## config.mk

```make
export PLATFORM = sky130hd
export DESIGN_NAME = tlul_host_engine
export DESIGN_NICKNAME = d
export VERILOG_FILES = /design/src/rtl/tlul_host_engine.sv
export SDC_FILE = /design/constraint.sdc
export NUM_CORES = 1
export LEC_CHECK = 0
export CAP_MARGIN = 20
export CORE_ASPECT_RATIO = 0.5
export CORE_MARGIN = 8
export CORE_UTILIZATION = 37
export DETAILED_ROUTE_END_ITERATION = 10
export HOLD_SLACK_MARGIN = 0.12
export PLACE_DENSITY = 0.76
export SYNTH_ARGS = -nofsm -noshare
export SYNTH_HDL_FRONTEND = slang
export SYNTH_SLANG_ARGS = --single-unit
export TNS_END_PERCENT = 1
```

## constraint.sdc

```tcl
create_clock -name clk -period 2.1 [get_ports clk]
set_clock_uncertainty 0.15 [all_clocks]
set_input_delay 0.42 -clock clk [delete_from_list [all_inputs] [get_ports clk]]
set_output_delay 0.42 -clock clk [all_outputs]
set_load 0.005 [all_outputs]
```

## src/rtl/tlul_host_engine.sv

```systemverilog
// TL-UL host engine: turns single-word local commands into A-channel requests and
// returns the matching D-channel response, with a response timeout and late-beat drop.
module tlul_host_engine #(
    parameter int TL_AW     = 32,
    parameter int TL_DW     = 64,
    parameter int TL_AIW    = 8,
    parameter int TL_SZW    = 2,
    parameter int TL_DIW    = 1,
    parameter int SOURCE_ID = 0,
    parameter int TIMEOUT   = 256,
    localparam int TL_DBW   = TL_DW / 8
) (
    input  logic              clk,
    input  logic              rst,
    input  logic              cmd_valid,
    output logic              cmd_ready,
    input  logic              cmd_write,
    input  logic [TL_AW-1:0]  cmd_addr,
    input  logic [TL_DW-1:0]  cmd_wdata,
    input  logic [TL_DBW-1:0] cmd_mask,
    output logic              rsp_valid,
    input  logic              rsp_ready,
    output logic [TL_DW-1:0]  rsp_rdata,
    output logic              rsp_error,
    output logic [2:0]        master_a_opcode,
    output logic [2:0]        master_a_param,
    output logic [TL_SZW-1:0] master_a_size,
    output logic [TL_AIW-1:0] master_a_source,
    output logic [TL_AW-1:0]  master_a_address,
    output logic [TL_DBW-1:0] master_a_mask,
    output logic [TL_DW-1:0]  master_a_data,
    output logic              master_a_corrupt,
    output logic              master_a_valid,
    input  logic              master_a_ready,
    input  logic [2:0]        master_d_opcode,
    input  logic [2:0]        master_d_param,
    input  logic [TL_SZW-1:0] master_d_size,
    input  logic [TL_AIW-1:0] master_d_source,
    input  logic [TL_DIW-1:0] master_d_sink,
    input  logic              master_d_denied,
    input  logic [TL_DW-1:0]  master_d_data,
    input  logic              master_d_corrupt,
    input  logic              master_d_valid,
    output logic              master_d_ready
);

    localparam logic [2:0] OP_GET         = 3'd4;
    localparam logic [2:0] OP_PUT_FULL    = 3'd0;
    localparam logic [2:0] OP_PUT_PARTIAL = 3'd1;
    localparam logic [2:0] OP_ACK         = 3'd0;
    localparam logic [2:0] OP_ACK_DATA    = 3'd1;

    typedef enum logic [1:0] {IDLE, REQ, WAIT, RSP} state_t;

    state_t      state;
    logic        is_read;
    logic        stale;
    logic [15:0] tmo_cnt;
    logic        d_match;
    logic        stale_drop;
    logic        stale_ok;
    logic        d_err;
    logic        unused_d;

    assign master_a_param   = 3'b000;
    assign master_a_corrupt = 1'b0;
    assign unused_d         = ^{master_d_param, master_d_size, master_d_sink};

    always_comb begin
        d_match    = master_d_valid && master_d_ready &&
                     (master_d_source == TL_AIW'(SOURCE_ID));
        stale_drop = stale && d_match;
        stale_ok   = !stale || stale_drop;
        d_err      = master_d_denied || master_d_corrupt ||
                     (master_d_opcode != (is_read ? OP_ACK_DATA : OP_ACK));
    end

    always_ff @(posedge clk) begin
        if (rst) begin
            state            <= IDLE;
            cmd_ready        <= 1'b0;
            master_a_valid   <= 1'b0;
            master_a_opcode  <= '0;
            master_a_size    <= '0;
            master_a_source  <= '0;
            master_a_address <= '0;
            master_a_mask    <= '0;
            master_a_data    <= '0;
            master_d_ready   <= 1'b0;
            rsp_valid        <= 1'b0;
            rsp_rdata        <= '0;
            rsp_error        <= 1'b0;
            is_read          <= 1'b0;
            stale            <= 1'b0;
            tmo_cnt          <= '0;
        end else begin
            case (state)
                IDLE: begin
                    cmd_ready <= stale_ok;
                    if (cmd_valid && cmd_ready) begin
                        cmd_ready <= 1'b0;
                        is_read   <= !cmd_write;
                        if (cmd_addr[2:0] != 3'b000) begin
                            state     <= RSP;
                            rsp_valid <= 1'b1;
                            rsp_error <= 1'b1;
                            rsp_rdata <= '0;
                        end else begin
                            state            <= REQ;
                            master_a_valid   <= 1'b1;
                            master_a_opcode  <= !cmd_write ? OP_GET :
                                                (&cmd_mask ? OP_PUT_FULL : OP_PUT_PARTIAL);
                            master_a_size    <= TL_SZW'($clog2(TL_DBW));
                            master_a_source  <= TL_AIW'(SOURCE_ID);
                            master_a_address <= cmd_addr;
                            master_a_mask    <= cmd_write ? cmd_mask : '1;
                            master_a_data    <= cmd_write ? cmd_wdata : '0;
                        end
                    end
                end
                REQ: begin
                    if (master_a_ready) begin
                        master_a_valid <= 1'b0;
                        master_d_ready <= 1'b1;
                        tmo_cnt        <= '0;
                        state          <= WAIT;
                    end
                end
                WAIT: begin
                    tmo_cnt <= tmo_cnt + 16'd1;
                    // A match in the timeout cycle takes priority over the timeout.
                    if (d_match) begin
                        state          <= RSP;
                        master_d_ready <= 1'b0;
                        rsp_valid      <= 1'b1;
                        rsp_error      <= d_err;
                        rsp_rdata      <= (is_read && !d_err) ? master_d_data : '0;
                    end else if (tmo_cnt == 16'(TIMEOUT - 1)) begin
                        state     <= RSP;
                        rsp_valid <= 1'b1;
                        rsp_error <= 1'b1;
                        rsp_rdata <= '0;
                        stale     <= 1'b1;
                    end
                end
                RSP: begin
                    if (rsp_ready) begin
                        state     <= IDLE;
                        rsp_valid <= 1'b0;
                        rsp_error <= 1'b0;
                        rsp_rdata <= '0;
                        cmd_ready <= stale_ok;
                    end
                end
                default: state <= IDLE;
            endcase
            // The late beat of a timed-out request is swallowed here, never reported.
            if (stale_drop) begin
                stale          <= 1'b0;
                master_d_ready <= 1'b0;
            end
        end
    end

endmodule

```

== After elaboration in Yosys (flattened, before gate mapping) ==
Cells that the tools add are included.

* Eq/ne operators: 12
* Mux-type cells: 39
* Bitwise gates (word level): 2
* $add $sub $neg: 1
* Reduce and logical (&&, ||, !) cells: 29

{| class="wikitable"
|+ Operators by type and width
! kind !! count
|-
| 64-bit two-way mux || 7
|-
| 64-bit one-hot mux with 3 select lines || 1
|-
| 16-bit one-hot mux with 2 select lines || 1
|-
| 16-bit by 1-bit adder with 16-bit output, second input constant || 1
|-
| 16-bit by 8-bit equality test with 1-bit output, second input constant || 1
|-
| 16-bit two-way mux || 1
|-
| 1-bit two-way mux || 15
|-
| 2-bit two-way mux || 6
|-
| 2-bit != test, second input constant || 6
|-
| 3-bit AND reduction || 3
|-
| 8-bit zero test || 1
|-
| 8-bit two-way mux || 1
|-
| 2-bit one-hot mux with 4 select lines || 1
|-
| 4-bit AND reduction || 2
|-
| 8-bit AND reduction || 1
|-
| 1-bit one-hot mux with 2 select lines || 3
|-
| 1-bit one-hot mux with 3 select lines || 2
|-
| 2-bit AND reduction || 3
|-
| 2-bit nonzero test || 3
|-
| 3-bit nonzero test || 2
|-
| 1-bit logical AND || 5
|-
| 5-bit AND reduction || 1
|-
| 2-bit equality test, second input constant || 2
|-
| 1-bit zero test || 3
|-
| 8 further kinds || 11
|}

* Input port bits: 194
* Logic and storage cells: 98
* Output and inout bits: 190
* Register bits: 197

== Longest topological paths before layout ==
Gate-level depths: netlist of run 1.

* Depth after elaboration: 8
* Depth in mapped cells: 10
* Mapped depth without buffers: 6

== Worst setup path before layout of run 1 ==
Ideal clock, no wire load.

* Kind: reg-to-reg
* From: register state[0]
* To: register master_a_address[8]
* Arrival: 1992 ps
* Slack: -113 ps
* Clock period less this slack: 2213 ps
* Library setup time: 70 ps
* Path buffers: 4
* Required time: 1880 ps
* Cell stages (with the launch flop): 11
* Cells stage by stage: dfxtp_1 inv_1 ha_1 clkbuf_1 nor4b_2 and2_1 buf_2 buf_2 buf_2 nand2_1 a21oi_1

* Word-level cells in the longest chain between the ends: 2

{| class="wikitable"
|+ RTL lines
! item !! RTL line !! RTL
|-
| from (decl) || 55 || <nowiki>state_t state;</nowiki>
|-
| from (signal assigned) || 80 || <nowiki>state <= IDLE;</nowiki>
|-
| from (signal assigned) || 104 || <nowiki>state <= RSP;</nowiki>
|-
| from (signal assigned) || 109 || <nowiki>state <= REQ;</nowiki>
|-
| 2-bit zero test || 97 || <nowiki>case (state)</nowiki>
|-
| 3-bit AND reduction (no source line) || - ||
|-
| to (signal assigned) || 115 || <nowiki>master_a_address <= cmd_addr;</nowiki>
|-
| to (decl) || 29 || <nowiki>output logic [TL_AW-1:0] master_a_address,</nowiki>
|}

No other way between the ends.
A chain may end at the register's enable or synchronous reset.

== Final worst setup path of run 1 ==
* From: register tmo_cnt[8]
* To: register rsp_rdata[36]

* Word-level cells in the longest chain between the ends: 3

{| class="wikitable"
|+ RTL lines
! item !! RTL line !! RTL
|-
| from (decl) || 58 || <nowiki>logic [15:0] tmo_cnt;</nowiki>
|-
| from (signal assigned) || 130 || <nowiki>tmo_cnt <= tmo_cnt + 16'd1;</nowiki>
|-
| 16-bit by 8-bit equality test with 1-bit output || 138 || <nowiki>end else if (tmo_cnt == 16'(TIMEOUT - 1)) begin</nowiki>
|-
| 3-bit != test (no source line) || - ||
|-
| 5-bit AND reduction (no source line) || - ||
|-
| to (signal assigned) || 137 || <nowiki>rsp_rdata <= (is_read && !d_err) ? master_d_data : '0;</nowiki>
|-
| to (decl) || 23 || <nowiki>output logic [TL_DW-1:0] rsp_rdata,</nowiki>
|}

No other way between the ends.

==> results.cfg, run 1 <==
[yosys]
synth_adder_area_share_pct = 0.766
synth_edf_count = 0
seq_area_frac_synth_pct = 48.1
synth-seq-cells = 196
synth_cell_types = 48
synth_top_family_by_area = simple AND/OR/NAND/NOR gates
synth-simple-area-share_pct = 27.0
synth.mux.area_fraction_pct = 8.37
synth-xor-area-share_pct = 0.751
async_reset_ff_share_pct = 0
ys.flop_type = dfxtp_1
yosys_warnings = 0
synth_compound_area_share_pct = 8.90
syn-cell-area_um2 = 8160
syn_area_per_cell_um2 = 8.74
syn_inst = 934

[floorplan]
die_y_um = 121
rows = 38
core_area_um2 = 21700
die_w_um = 226
start_util_pct = 37.7
dieArea_um2 = 27400
num_io_pins = 384

[timing]
finalSetupViolCount = 68
max_freq_mhz = 461
finalCriticalPeriod_ns = 2.17
hold-worst-slack_ns = 0.273
rsz0062_at_grt = yes
fin_ws_ns = -0.0680
setup_tns_ns = -1.81
period_share_pct = 103
drv_slew = 0
finalHoldViolations = 0

[setup_path]
critical_path.top_delay_family = simple AND/OR/NAND/NOR gates
path_common_cell = buf_12
crit_slowest_cell = or4_4
crit_chain = or4_4 > nor4_4 > buf_4 > o31ai_4 > buf_12 > buf_12 > mux2i_1
critPathBufInv = 3
slowest_delay_ns = 0.54
worst_setup_path_start_kind = flip-flop
critPathMaxFanout = 11
cp.required_ns = 2.31
worst-setup-path-type = reg -> reg
arrival_ns = 2.37
end_kind = flip-flop

[global_route]
grt_usage_pct = 20.1
grt_max_degree = 50
overflow = 0
first_global_vias = 8137
antenna_found_initial = 0
grt_pass1_wl_um = 44200

[route]
firstDrtPassIters = 4
detail-route-antenna-nets = 0
vias = 8110
drt_iter0_markers = 553
wl_per_cell_um = 18.6
drc_errors = 0
vias_per_cell = 5.03
wl_um = 29900

[finish]
final_nets = 1499
fillers = 1843
n_antenna_cell = 0
layout_commonest_cell = clkdlybuf4s50_1
fin_cells = 1611
fin_area_um2 = 13200
mostFrequentLayoutCells = clkdlybuf4s50_1, dfxtp_1, nand2_1, a21oi_1, nand3_1
layout-drive-gt1-share_pct = 9.23
syn2layout_area_growth_pct = 61.5

[placed_design]
placedCellCount = 1573
portBuffers = 364
gp_congestion = 0.815
dp_hpwl_um = 21900
placed_area_um2 = 12400

[clock_network]
cts_tree = yes
holdBufCountCts = 0
clockBufferDepth = 2
cts_sinks = 196
clkSlewWorstSetupHoldPaths_ns = 0.07
root_buffer = clkbuf_16
worstSkewPairLatency_ns = 0.43
cts_htree_levels = 4
cts_made_buffers = 17

[pwr]
peakVddDrop_v = 0.000651
powerDensity_nw_per_um2 = 740
p_leak_uw = 0.00473

[min_path]
hp-class = in -> reg

[flow_run]
maxCapViolations = 0

[outcome]
violations = setup timing
status = finished with violations
## cells in the mapped netlist, types with 3 or more instances
cell type / count / area share, %
a21oi_1: 106 / 6.5
and2_1: 3 / 0.23
buf_2: 14 / 0.86
buf_4: 15 / 1.4
buf_6: 5 / 0.69
clkbuf_1: 62 / 2.9
dfxtp_1: 196 / 48
ha_1: 5 / 0.77
inv_1: 6 / 0.28
mux2i_1: 66 / 8.1
nand2_1: 130 / 6.0
nand2b_1: 69 / 5.3
nand3_1: 71 / 4.4
nand4_1: 70 / 5.4
nor2_1: 26 / 1.2
nor2b_1: 3 / 0.23
nor3_1: 15 / 0.92
nor3b_1: 11 / 1.0
o21ai_0: 7 / 0.43
o31ai_1: 6 / 0.55
or3_1: 4 / 0.31
or4_1: 8 / 0.74
xnor2_1: 3 / 0.32
xor2_1: 4 / 0.43
## kinds of logic (layout without fill, tap and decap cells)
group	Yosys count	after routing
fa+ha+maj	5	5
simple gates	420	420
mux	68	68
buf+inv	103	468
compound gates	134	134
flops	196	196
xor+xnor	7	7
other cells	1	13
## flip-flops by register name, indices dropped and copies added (netlist names)
signal,count
master_a_data,64
rsp_rdata,64
master_a_address,32
tmo_cnt,16
master_a_mask,8
master_a_opcode,2
state,2
cmd_ready,1
is_read,1
master_a_size,1
master_a_valid,1
master_d_ready,1
rsp_error,1
rsp_valid,1
stale,1
## cell type report
cell class / count / area, um2 / share of cell area [%]
clock inverter: 9 / 130 / 0.987
tap: 300 / 375 / 2.85
timing repair buffer: 431 / 4390 / 33.3
clock buffer: 21 / 450 / 3.42
sequential: 196 / 3930 / 29.8
multi-input combinational: 647 / 3880 / 29.5
inverter: 7 / 26.3 / 0.199
## final timing paths
path	start	end	slack, ns	cells past startpoint
worst max register to register	tmo_cnt[8]$_SDFFE_PP0P_	rsp_rdata[36]$_SDFFE_PP0P_	-0.07	7
worst min register to register	master_a_data[38]$_SDFFE_PP0P_	master_a_data[38]$_SDFFE_PP0P_	0.30	2
worst max-delay path	tmo_cnt[8]$_SDFFE_PP0P_	rsp_rdata[36]$_SDFFE_PP0P_	-0.07	7
worst min-delay path	rst	rsp_valid$_SDFFE_PP0P_	0.27	2
## layer usage
metal / global-route usage, % / vias to the layer above / wire length (um)
met3: 4.58 / 41 / 1550
li1: - / 3950 / -
met1: 22.3 / 3915 / 11800
met4: 7.23 / 0 / 734
met5: 0 / - / 0
met2: 37.5 / 204 / 15800
## power breakdown
group	switching (uW)	internal, uW
sequential	58.9	3800
combinational	1150	1430
clock	1430	1890
total	2640	7120
## stage by stage
| step | worst slack, ns | total power [uW] | util [%] |
|---|---|---|---|
| after floorplan | -0.0960 | 5220 | - |
| after global routing | -0.163 | 10100 | 60.8 |
| final | -0.0680 | 9760 | 60.8 |
| after global placement | -0.489 | 6140 | 57.1 |
| after CTS | -0.0225 | 9520 | 60.0 |
| after detailed placement | -0.525 | 6180 | 57.1 |
## repair_timing
action,CTS,global route
pin swaps,1,5
gates cloned,0,5
gates resized for setup,11,10
setup buffers,1,2
endpoints found under the hold margin,0,0
endpoints found under the setup margin,93,163
(Power assumes the default switching activity.)
==> run 2, diff against run 1 <==
ABC_AREA = 1   (was default)
MAX_ROUTING_LAYER = met4   (was default)
==> run 2 against run 1 <==
The run now ends clean. Global-route usage barely moved. Worst setup slack improved by 0.19 ns. Non-clock buffer count fell by 33. Power rose by 20%. Fmax rose by 9.4%. Clock power fell by 2%. Sequential share of layout area rose by 0.71 points. Via count rose by 6.7%.
==> results.cfg, run 2 <==
[min_path]
worstHoldStart = rst
hp-class = in -> reg

[global_route]
grt-busiest-layer = met2
grt_pass1_wl_um = 43000
grt_max_degree = 99
grt_use_met3_pct = 5.84
antenna_found_initial = 2
first_global_vias = 8192
met2_usage_pct = 35.0
overflow = 0
grt_usage_pct = 20.1
grtUsageMet1_pct = 21.4

[outcome]
status = finished clean

[finish]
layout_commonest_cell = clkdlybuf4s50_1
top_regs = master_a_data x64, rsp_rdata x64, master_a_address x32
final_nets = 1728
finish.utilization_pct = 59.1
layout-drive-gt1-share_pct = 5.52
syn2layout_area_growth_pct = 56.3
mostFrequentLayoutCells = clkdlybuf4s50_1, nand2_1, dfxtp_1, nor2_1, a21oi_1

[timing]
fin_ws_ns = 0.119
period_share_pct = 94.3
max_slew_margin_pct = 66.5
drv_slew = 0
setup_tns_ns = 0
rsz0062_at_grt = yes
finalHoldViolations = 0
hold-worst-slack_ns = 0.216
max_freq_mhz = 505
finalSetupViolCount = 0
finalCriticalPeriod_ns = 1.98
worst_pin_slew_ns = 0.502

[pwr]
internal_power_uw = 7950
finalPower_uw = 11700
p_sw_share_pct = 32.2
p_comb_share_pct = 35.1
clock_power_share_pct = 27.7
p_leak_uw = 0.00517
pwr-share-seq_pct = 37.2
powerDensity_nw_per_um2 = 911
peakVddDrop_v = 0.000508
p_sw_uw = 3780

[setup_path]
critical_path.top_delay_family = simple AND/OR/NAND/NOR gates
end_kind = flip-flop
arrival_ns = 2.20
worst_setup_path_start_kind = flip-flop
slowest_delay_ns = 0.34
critPathBufInv = 3
cp.required_ns = 2.32
crit_chain = inv_1 > ha_2 > inv_2 > nor2_4 > nand2_4 > nor2_4 > buf_12 > nand2_1 > a21oi_1
worst-setup-path-type = reg -> reg
path_common_cell = nor2_4
critPathMaxFanout = 63
crit_slowest_cell = dfxtp_1
r2r-start = state[1]$_SDFFE_PP0P_
critPathLaunch = state[1]$_SDFFE_PP0P_

[route]
drt_iter0_markers = 605
detail-route-antenna-nets = 0
vias = 8651
wl_per_cell_um = 15.2
vias_per_cell = 4.69
drc_errors = 0
wl_um = 28100
firstDrtPassIters = 5

[floorplan]
die_w_um = 227
dieArea_um2 = 27600
die_y_um = 121
core_area_um2 = 21800
num_io_pins = 384
rows = 38
start_util_pct = 37.8

[yosys]
syn-cell-area_um2 = 8240
synth_edf_count = 0
synthTopCellsByArea = dfxtp_1, nand2_1, a21oi_1, nor2_1, nand3_1
ys.flop_type = dfxtp_1
syn_inst = 1188
syn_area_per_cell_um2 = 6.93
synth_most_common_cell = nand2_1
ys_top_cells_by_count = nand2_1, dfxtp_1, nor2_1, a21oi_1, inv_1
async_reset_ff_share_pct = 0
seq_area_frac_synth_pct = 47.6
synth-seq-cells = 196
synth_cell_types = 27
yosysTopAreaCell = dfxtp_1
yosys_warnings = 0
synth_top_area_share_pct = 47.6

[clock_network]
cts_htree_levels = 4
cts_made_buffers = 17
root_buffer = clkbuf_16
worstSkewPairLatency_ns = 0.44
holdBufCountCts = 0
clkSlewWorstSetupHoldPaths_ns = 0.07
cts_sinks = 196
cts_tree = yes
clockBufferDepth = 2

[placed_design]
dp_hpwl_um = 20900
portBuffers = 364
gp_congestion = 0.830
preCtsSetupSlack_ns = -0.276

[flow_run]
maxCapViolations = 0
run 2: logic make-up (layout without fill, tap and decap cells):
logic type      after synthesis  count (layout)  share of synthesized area (%)
compound gates              175             175                           10.9
xor+xnor                      1               1                          0.106
fa+ha+maj                     5               5                          0.760
buf+inv                     185             526                           10.0
flops                       196             196                           47.6
other cells                   1              15                         0.0455
simple gates                625             625                           30.6
run 2: area by class of cell:
class                      count  area [um2]
fill                        1952        8900
timing repair buffer         398        4050
sequential                   196        3930
multi-input combinational    819        3570
clock buffer                  25         515
tap                          300         375
inverter                      97         364
clock inverter                 6        67.6
antenna                        2        5.00
run 2: power groups by stage:
stage / registers, uW / logic, uW / clock network, uW
after global placement: 4420 / 3960 / 0
after detailed placement: 4440 / 4100 / 0
final: 4370 / 4120 / 3250
after global routing: 4410 / 4630 / 3490
after CTS: 4360 / 4120 / 3330
after floorplan: 4450 / 2380 / 0
run 2: final timing paths:
check / to / slack (ns) / cells past startpoint
max: master_a_data[14]$_SDFFE_PP0P_ / 0.12 / 9
min: master_a_mask[2]$_SDFFE_PP0P_ / 0.22 / 4
max reg2reg: master_a_data[14]$_SDFFE_PP0P_ / 0.12 / 9
min reg2reg: master_a_address[0]$_SDFFE_PP0P_ / 0.31 / 2
run 2: worst min-delay path, cell delays in order:
cell and delay, ns:
buf_4 0.10, inv_2 0.10, o21ai_0 0.09, nor2_1 0.04
run 2: routing by layer:
layer / up-vias / share of wire (%)
met5: - / 0
met4: 0 / 2.9
met3: 47 / 6.1
met2: 240 / 52
met1: 3998 / 39
li1: 4366 / -
run 2: timing repair:
action,CTS,global route
gates cloned,0,0
setup endpoints to repair,1,145
gates resized for setup,1,7
setup buffers,0,1
pin swaps,0,3
run 2: through the flow:
stage,cell area (um2),instances
floorplan,8280,1200
global placement,12300,1809
detailed placement,12300,1809
CTS,12800,1840
global route,12900,1843
finish,12900,1843
